--- src/rtl/icm_get_lookup_responder_pkg.sv ---
// Shared constants for the ICM get-lookup responder: head field layout, cache geometry and
// FSM state encodings.
package icm_get_lookup_responder_pkg;

    localparam int unsigned COUNT_MAX_LOG       = 2;
    localparam int unsigned REQ_TAG_WIDTH       = 5;
    localparam int unsigned PHYSICAL_ADDR_WIDTH = 12;
    localparam int unsigned ICM_ADDR_WIDTH      = 64;
    localparam int unsigned CACHE_ADDR_WIDTH    = 21;
    localparam int unsigned CACHE_OFFSET_WIDTH  = 5;
    localparam int unsigned CACHE_SET_NUM_LOG   = 10;
    localparam int unsigned CACHE_TAG_WIDTH     =
        CACHE_ADDR_WIDTH - CACHE_OFFSET_WIDTH - CACHE_SET_NUM_LOG;
    localparam int unsigned CACHE_ENTRY_WIDTH   = 256;
    localparam int unsigned HEAD_WIDTH          =
        COUNT_MAX_LOG * 2 + REQ_TAG_WIDTH + PHYSICAL_ADDR_WIDTH + ICM_ADDR_WIDTH;

    // Head layout from LSB: icm_addr, phy_addr, req_tag, count_index, count_total.
    localparam int unsigned ICM_ADDR_LSB    = 0;
    localparam int unsigned PHY_ADDR_LSB    = ICM_ADDR_LSB + ICM_ADDR_WIDTH;
    localparam int unsigned REQ_TAG_LSB     = PHY_ADDR_LSB + PHYSICAL_ADDR_WIDTH;
    localparam int unsigned COUNT_INDEX_LSB = REQ_TAG_LSB + REQ_TAG_WIDTH;
    localparam int unsigned COUNT_TOTAL_LSB = COUNT_INDEX_LSB + COUNT_MAX_LOG;

    localparam logic [2:0] StIdle     = 3'd0;
    localparam logic [2:0] StTagRd    = 3'd1;
    localparam logic [2:0] StTagCmp   = 3'd2;
    localparam logic [2:0] StDataWait = 3'd3;
    localparam logic [2:0] StRspHit   = 3'd4;
    localparam logic [2:0] StRspMiss  = 3'd5;

endpackage

--- src/rtl/icm_get_lookup_responder_if.sv ---
// Request, tag/data SRAM read and hit/miss response signals of the ICM get-lookup responder.
interface icm_get_lookup_responder_if;
    import icm_get_lookup_responder_pkg::*;

    logic                         cache_get_req_valid;
    logic [HEAD_WIDTH-1:0]        cache_get_req_head;
    logic                         cache_get_req_ready;

    logic                         tag_rd_en;
    logic [CACHE_SET_NUM_LOG-1:0] tag_rd_addr;
    logic [CACHE_TAG_WIDTH:0]     tag_rd_data;

    logic                         data_rd_en;
    logic [CACHE_SET_NUM_LOG-1:0] data_rd_addr;
    logic [CACHE_ENTRY_WIDTH-1:0] data_rd_data;

    logic                         hit_rsp_valid;
    logic [HEAD_WIDTH-1:0]        hit_rsp_head;
    logic [CACHE_ENTRY_WIDTH-1:0] hit_rsp_data;
    logic                         hit_rsp_ready;

    logic                         miss_req_valid;
    logic [HEAD_WIDTH-1:0]        miss_req_head;
    logic                         miss_req_ready;

    modport slave (
        input  cache_get_req_valid, cache_get_req_head, tag_rd_data, data_rd_data,
               hit_rsp_ready, miss_req_ready,
        output cache_get_req_ready, tag_rd_en, tag_rd_addr, data_rd_en, data_rd_addr,
               hit_rsp_valid, hit_rsp_head, hit_rsp_data, miss_req_valid, miss_req_head
    );

    modport master (
        output cache_get_req_valid, cache_get_req_head, tag_rd_data, data_rd_data,
               hit_rsp_ready, miss_req_ready,
        input  cache_get_req_ready, tag_rd_en, tag_rd_addr, data_rd_en, data_rd_addr,
               hit_rsp_valid, hit_rsp_head, hit_rsp_data, miss_req_valid, miss_req_head
    );

endinterface

--- src/rtl/icm_lookup_addr_decode.sv ---
// Splits the cache line address (icm_addr above the slot offset) into set index and tag.
module icm_lookup_addr_decode
    import icm_get_lookup_responder_pkg::*;
(
    input  logic [CACHE_TAG_WIDTH+CACHE_SET_NUM_LOG-1:0] line_addr_i,
    output logic [CACHE_SET_NUM_LOG-1:0]                 set_o,
    output logic [CACHE_TAG_WIDTH-1:0]                   tag_o
);

    assign set_o = line_addr_i[CACHE_SET_NUM_LOG-1:0];
    assign tag_o = line_addr_i[CACHE_SET_NUM_LOG +: CACHE_TAG_WIDTH];

endmodule

--- src/rtl/icm_get_lookup_responder.sv ---
// ICM cache get-request responder: direct-mapped tag lookup, hit data read or miss forward.
// Optional hit/miss statistics counters are built when ICM_LOOKUP_STAT_EN is defined.
module icm_get_lookup_responder
    import icm_get_lookup_responder_pkg::*;
(
    input  logic        clk,
    input  logic        rst,
`ifdef ICM_LOOKUP_STAT_EN
    output logic [31:0] stat_hit_cnt,
    output logic [31:0] stat_miss_cnt,
`endif
    icm_get_lookup_responder_if.slave bus
);

    logic [2:0]                   state_q, state_d;
    logic [HEAD_WIDTH-1:0]        head_q, head_d;
    logic [CACHE_ENTRY_WIDTH-1:0] data_q, data_d;
    logic [CACHE_SET_NUM_LOG-1:0] set;
    logic [CACHE_TAG_WIDTH-1:0]   tag;
    logic                         hit;

    icm_lookup_addr_decode u_addr_decode (
        .line_addr_i (head_q[ICM_ADDR_LSB + CACHE_OFFSET_WIDTH +:
                             CACHE_TAG_WIDTH + CACHE_SET_NUM_LOG]),
        .set_o       (set),
        .tag_o       (tag)
    );

    assign hit = bus.tag_rd_data[CACHE_TAG_WIDTH] &&
                 (bus.tag_rd_data[CACHE_TAG_WIDTH-1:0] == tag);

    always_comb begin
        state_d = state_q;
        head_d  = head_q;
        data_d  = data_q;
        case (state_q)
            StIdle: begin
                if (bus.cache_get_req_valid) begin
                    head_d  = bus.cache_get_req_head;
                    state_d = StTagRd;
                end
            end
            StTagRd:    state_d = StTagCmp;
            StTagCmp:   state_d = hit ? StDataWait : StRspMiss;
            StDataWait: begin
                data_d  = bus.data_rd_data;
                state_d = StRspHit;
            end
            StRspHit:   if (bus.hit_rsp_ready) state_d = StIdle;
            StRspMiss:  if (bus.miss_req_ready) state_d = StIdle;
            default:    state_d = StIdle;
        endcase
    end

    always_ff @(posedge clk or negedge rst) begin
        if (!rst) begin
            state_q <= StIdle;
            head_q  <= '0;
            data_q  <= '0;
        end else begin
            state_q <= state_d;
            head_q  <= head_d;
            data_q  <= data_d;
        end
    end

    // Gated by rst so ready reads 0 while reset is held, even though the state is already idle.
    assign bus.cache_get_req_ready = rst && (state_q == StIdle);

    assign bus.tag_rd_en      = (state_q == StTagRd);
    assign bus.tag_rd_addr    = bus.tag_rd_en ? set : '0;
    assign bus.data_rd_en     = (state_q == StTagCmp) && hit;
    assign bus.data_rd_addr   = bus.data_rd_en ? set : '0;

    assign bus.hit_rsp_valid  = (state_q == StRspHit);
    assign bus.hit_rsp_head   = head_q;
    assign bus.hit_rsp_data   = data_q;
    assign bus.miss_req_valid = (state_q == StRspMiss);
    assign bus.miss_req_head  = head_q;

`ifdef ICM_LOOKUP_STAT_EN
    logic [31:0] hit_cnt_q, hit_cnt_d;
    logic [31:0] miss_cnt_q, miss_cnt_d;

    // Saturating counters: hold at all-ones instead of wrapping.
    always_comb begin
        hit_cnt_d  = hit_cnt_q;
        miss_cnt_d = miss_cnt_q;
        if (bus.hit_rsp_valid && bus.hit_rsp_ready && (hit_cnt_q != '1)) begin
            hit_cnt_d = hit_cnt_q + 32'd1;
        end
        if (bus.miss_req_valid && bus.miss_req_ready && (miss_cnt_q != '1)) begin
            miss_cnt_d = miss_cnt_q + 32'd1;
        end
    end

    always_ff @(posedge clk or negedge rst) begin
        if (!rst) begin
            hit_cnt_q  <= '0;
            miss_cnt_q <= '0;
        end else begin
            hit_cnt_q  <= hit_cnt_d;
            miss_cnt_q <= miss_cnt_d;
        end
    end

    assign stat_hit_cnt  = hit_cnt_q;
    assign stat_miss_cnt = miss_cnt_q;
`endif

endmodule
--- src/flat_wrapper.sv ---
// flat-port wrapper written by rule: the top's interface ports become plain ports
module icm_get_lookup_responder_flat import icm_get_lookup_responder_pkg::*;
  (clk, rst, bus_cache_get_req_valid, bus_cache_get_req_head, bus_tag_rd_data, bus_data_rd_data, bus_hit_rsp_ready, bus_miss_req_ready, bus_cache_get_req_ready, bus_tag_rd_en, bus_tag_rd_addr, bus_data_rd_en, bus_data_rd_addr, bus_hit_rsp_valid, bus_hit_rsp_head, bus_hit_rsp_data, bus_miss_req_valid, bus_miss_req_head);
  icm_get_lookup_responder_if bus_i ();
  input  logic clk;
  input  logic rst;
  input wire logic [$bits(bus_i.cache_get_req_valid)-1:0] bus_cache_get_req_valid;
  input wire logic [$bits(bus_i.cache_get_req_head)-1:0] bus_cache_get_req_head;
  input wire logic [$bits(bus_i.tag_rd_data)-1:0] bus_tag_rd_data;
  input wire logic [$bits(bus_i.data_rd_data)-1:0] bus_data_rd_data;
  input wire logic [$bits(bus_i.hit_rsp_ready)-1:0] bus_hit_rsp_ready;
  input wire logic [$bits(bus_i.miss_req_ready)-1:0] bus_miss_req_ready;
  output wire logic [$bits(bus_i.cache_get_req_ready)-1:0] bus_cache_get_req_ready;
  output wire logic [$bits(bus_i.tag_rd_en)-1:0] bus_tag_rd_en;
  output wire logic [$bits(bus_i.tag_rd_addr)-1:0] bus_tag_rd_addr;
  output wire logic [$bits(bus_i.data_rd_en)-1:0] bus_data_rd_en;
  output wire logic [$bits(bus_i.data_rd_addr)-1:0] bus_data_rd_addr;
  output wire logic [$bits(bus_i.hit_rsp_valid)-1:0] bus_hit_rsp_valid;
  output wire logic [$bits(bus_i.hit_rsp_head)-1:0] bus_hit_rsp_head;
  output wire logic [$bits(bus_i.hit_rsp_data)-1:0] bus_hit_rsp_data;
  output wire logic [$bits(bus_i.miss_req_valid)-1:0] bus_miss_req_valid;
  output wire logic [$bits(bus_i.miss_req_head)-1:0] bus_miss_req_head;
  assign bus_i.cache_get_req_valid = bus_cache_get_req_valid;
  assign bus_i.cache_get_req_head = bus_cache_get_req_head;
  assign bus_i.tag_rd_data = bus_tag_rd_data;
  assign bus_i.data_rd_data = bus_data_rd_data;
  assign bus_i.hit_rsp_ready = bus_hit_rsp_ready;
  assign bus_i.miss_req_ready = bus_miss_req_ready;
  assign bus_cache_get_req_ready = bus_i.cache_get_req_ready;
  assign bus_tag_rd_en = bus_i.tag_rd_en;
  assign bus_tag_rd_addr = bus_i.tag_rd_addr;
  assign bus_data_rd_en = bus_i.data_rd_en;
  assign bus_data_rd_addr = bus_i.data_rd_addr;
  assign bus_hit_rsp_valid = bus_i.hit_rsp_valid;
  assign bus_hit_rsp_head = bus_i.hit_rsp_head;
  assign bus_hit_rsp_data = bus_i.hit_rsp_data;
  assign bus_miss_req_valid = bus_i.miss_req_valid;
  assign bus_miss_req_head = bus_i.miss_req_head;
  icm_get_lookup_responder u_core (.clk(clk), .rst(rst), .bus(bus_i));
endmodule
--- config.mk ---
export PLATFORM = sky130hd
export DESIGN_NAME = icm_get_lookup_responder_flat
export DESIGN_NICKNAME = d
export VERILOG_FILES = /design/src/rtl/icm_get_lookup_responder_pkg.sv /design/src/rtl/icm_get_lookup_responder_if.sv /design/src/rtl/icm_lookup_addr_decode.sv /design/src/rtl/icm_get_lookup_responder.sv /design/src/flat_wrapper.sv
export SDC_FILE = /design/constraint.sdc
export NUM_CORES = 1
export LEC_CHECK = 0
export CORE_AREA = 3 3 316 318
export DETAILED_ROUTE_END_ITERATION = 10
export DIE_AREA = 0 0 319 321
export GPL_ROUTABILITY_DRIVEN = 0
export PLACE_DENSITY = 0.44
export SKIP_LAST_GASP = 1
export SLEW_MARGIN = 25
export SYNTH_ARGS = -nofsm -noshare
export SYNTH_HDL_FRONTEND = slang
export SYNTH_SLANG_ARGS = --single-unit
--- constraint.sdc ---
create_clock -name clk -period 2.02 [get_ports clk]
set_clock_uncertainty 0.05 [all_clocks]
set_input_delay 0.606 -clock clk [delete_from_list [all_inputs] [get_ports clk]]
set_output_delay 0.606 -clock clk [all_outputs]
set_load 0.005 [all_outputs]
==> flow_summary.toml <==
[synthesis]
synth_compound_area_share_pct = 0.0985
syn-num-nets = 1212
synth_fa_ha_area_share_pct = 0
ys_seq_elements = 344
yosys_warnings = 0
synth_top_family_by_area = "multiplexers"
synth-xor-area-share_pct = 0.376
synthCells = 859
netlist_area_sq_mm = 0.0140
yosysUniqueCellTypes = 27
muxShareOfSynthArea_pct = 28.9
yosys.area_share.simple_pct = 1.66
syn_avg_cell_area_sq_um = 16.3
yosysSeqAreaShare_pct = 61.6

[grt]
grt_pass1_wl_um = 83600
grt_max_degree = 76
grt_pass1_vias = 12000
grt-ovfl-total = 0
grtUsageTotal_pct = 11.0
antenna_found_initial = 7

[clocking]
clkTransAtPathRegs_ps = 50
worstSkewPairLatency_ps = 570
cts_sinks = 344
htreeDepth = 2
root_buffer = "clkbuf_16"
cts_tree = "yes"
cts_hold_buf = 0
cts_buffer_depth = 3
cts_buffers = 43

[power_and_ir_drop]
irDropWorstVdd_uv = 648
p_per_area_mw_per_mm2 = 1490
p_leak_nw = 11.6

[timing]
hold_viol = 0
fmax_mhz = 344
setup_viol = 295
max_slew_margin_pct = 60.3
hold_ws_ps = 27.7
fin_crit_sh_pct = 144
worst_pin_slew_ps = 595
period_minus_slack_ps = 2910
rsz0062_at_grt = "yes"
setup_slack_ps = -886
slew_viol_final = 0

[floorplanning]
row_count = 114
start_util_pct = 14.4
die_x_um = 319
ioPinCount = 804
die_h_um = 321
dieArea_sq_mm = 0.102
core_area_sq_mm = 0.0969

[hold_path]
min-delay-path-class = "in2async"

[routing]
vias = 10700
drtIter0Drc = 304
postRouteAntennaNets = 0
routed_wirelength_um = 60800
drtPass1Iterations = 4
drc_errors = 0
avgViaCountPerCell = 3.43
wl_per_cell_um = 19.6

[layout]
syn_to_final_growth_pct = 85.4
fin_cells = 3111
finalNetCount = 2157
layout_common_cells = "365 x dlygate4sd2_1, 347 x clkdlybuf4s50_1, 330 x dfrtp_1, 291 x mux2_2, 138 x buf_4"
final_util_pct = 26.7
layout-drive-gt1-share_pct = 39.9
mostFrequentLayoutCell = "dlygate4sd2_1"

[setup_path]
crit_path_end_kind = "output pin"
crit_arrival_ps = 2250
worstPathMaxFanout = 2
cp-start-kind = "input pin"
path_class = "in2out"
worstPathRequired_ps = 1360

[status]
violations = "setup timing"
status = "complete, but fails checks"

[place]
dp_hpwl_um = 44000
portBuffers = 803
post-place-cells = 2866

[run]
maxCapViolCount = 0
==> report_power, final <==
group | internal [mW] | switching, mW | leakage, nW
clock network | 4.55 | 3.01 | 0.661
registers | 10.5 | 2.02 | 4.01
logic | 11.7 | 6.78 | 6.93
==> state kept, by name, indices dropped and copies added, names as in the netlist <==
signal and count:
u_core.state_q 3, u_core.bus.hit_rsp_head 85, u_core.bus.hit_rsp_data 256
==> per-stage QoR <==
stage	TNS [ps]	power, mW	worst slack (ps)	area [sq um]
2_1_floorplan	-44.4	19.8	-5.70	14000
3_3_place_gp	-23940	31.2	-1100	23200
3_5_place_dp	-24840	31.3	-1090	23200
4_1_cts	-27080	38.4	-930	25200
5_1_grt	-64460	41.0	-1010	25900
6_report	-31040	38.6	-886	25900
==> cell usage after synthesis <==
library cell  instances  share of area, %
dfrtp_1             344                62
nor3b_1               2              0.11
mux2_4               50               5.4
nand4_1               1             0.045
buf_2                 5              0.18
xor2_1                1             0.063
buf_6                 2              0.16
buf_12                6              0.86
nand2b_1              1             0.045
clkbuf_1              1             0.027
o22ai_1               1             0.045
inv_1                 1             0.027
nand3b_1              1             0.054
mux2_2              291                23
nor2b_1               1             0.045
xnor2_1               5              0.31
mux2i_1               1             0.072
buf_4               113               6.1
nor3_1                2             0.072
and3b_1               1             0.063
nor4_1                1             0.045
nor2_1                1             0.027
and2_1               22              0.99
nand2_1               2             0.054
a21o_1                1             0.054
or2_2                 1             0.045
nor3_2                1             0.072
==> per-layer routing <==
metal | global-route usage, % | wire length, um | up-vias | part of all wire [%]
met1 | 11.4 | 21500 | 5349 | 35
met3 | 3.31 | 4310 | 85 | 7.1
met4 | 4.38 | 1770 | 0 | 2.9
li1 | - | - | 4785 | -
met2 | 20.7 | 33300 | 442 | 55
met5 | 0 | 0 | - | 0
==> cells by family after synthesis <==
logic type,count (synthesis)
buffers and inverters,128
xor gates and xnor gates,6
muxes,342
and+or+nand+nor,37
AOI/OAI and AO/OA,2
DFF,344
==> critical path, stage by stage <==
cell and delay, ps:
clkdlybuf4s50_1 500, xnor2_2 120, nand2_2 110, nor4_4 230, buf_4 180, buf_8 110, buf_12 100, buf_6 90
and2_4 120, buf_6 80
==> layout make-up <==
class                      count  area (sq um)
antenna                        5          12.5
clock buffer                  66          1270
clock inverter                 5          75.1
fill                       10100         71000
inverter                       1          3.75
multi-input combinational    387          4450
sequential                   344          8630
tap                         1276          1600
timing repair buffer        1027          9860
==> what timing repair did <==
action	CTS	global route
gates cloned	2	13
pin swaps	7	10
gates resized for setup	685	96
setup buffers	121	42
endpoints found under the setup margin	451	318
==> worst paths after layout <==
path | start | to | slack [ps] | cells past startpoint
setup / recovery | bus_tag_rd_data[2] | bus_data_rd_addr[5] | -890 | 10
hold / removal | rst | u_core.bus.hit_rsp_data[47] | 30 | 2
setup reg to reg | u_core.state_q[0] | u_core.bus.hit_rsp_data[239] | -130 | 10
hold reg to reg | u_core.bus.hit_rsp_data[99] | u_core.bus.hit_rsp_data[99] | 450 | 1
max in group asynchronous | rst | u_core.bus.hit_rsp_head[21] | 1030 | 3
min in group clk | u_core.bus.hit_rsp_data[99] | u_core.bus.hit_rsp_data[99] | 450 | 1
Power figures use the tool's default switching activity.
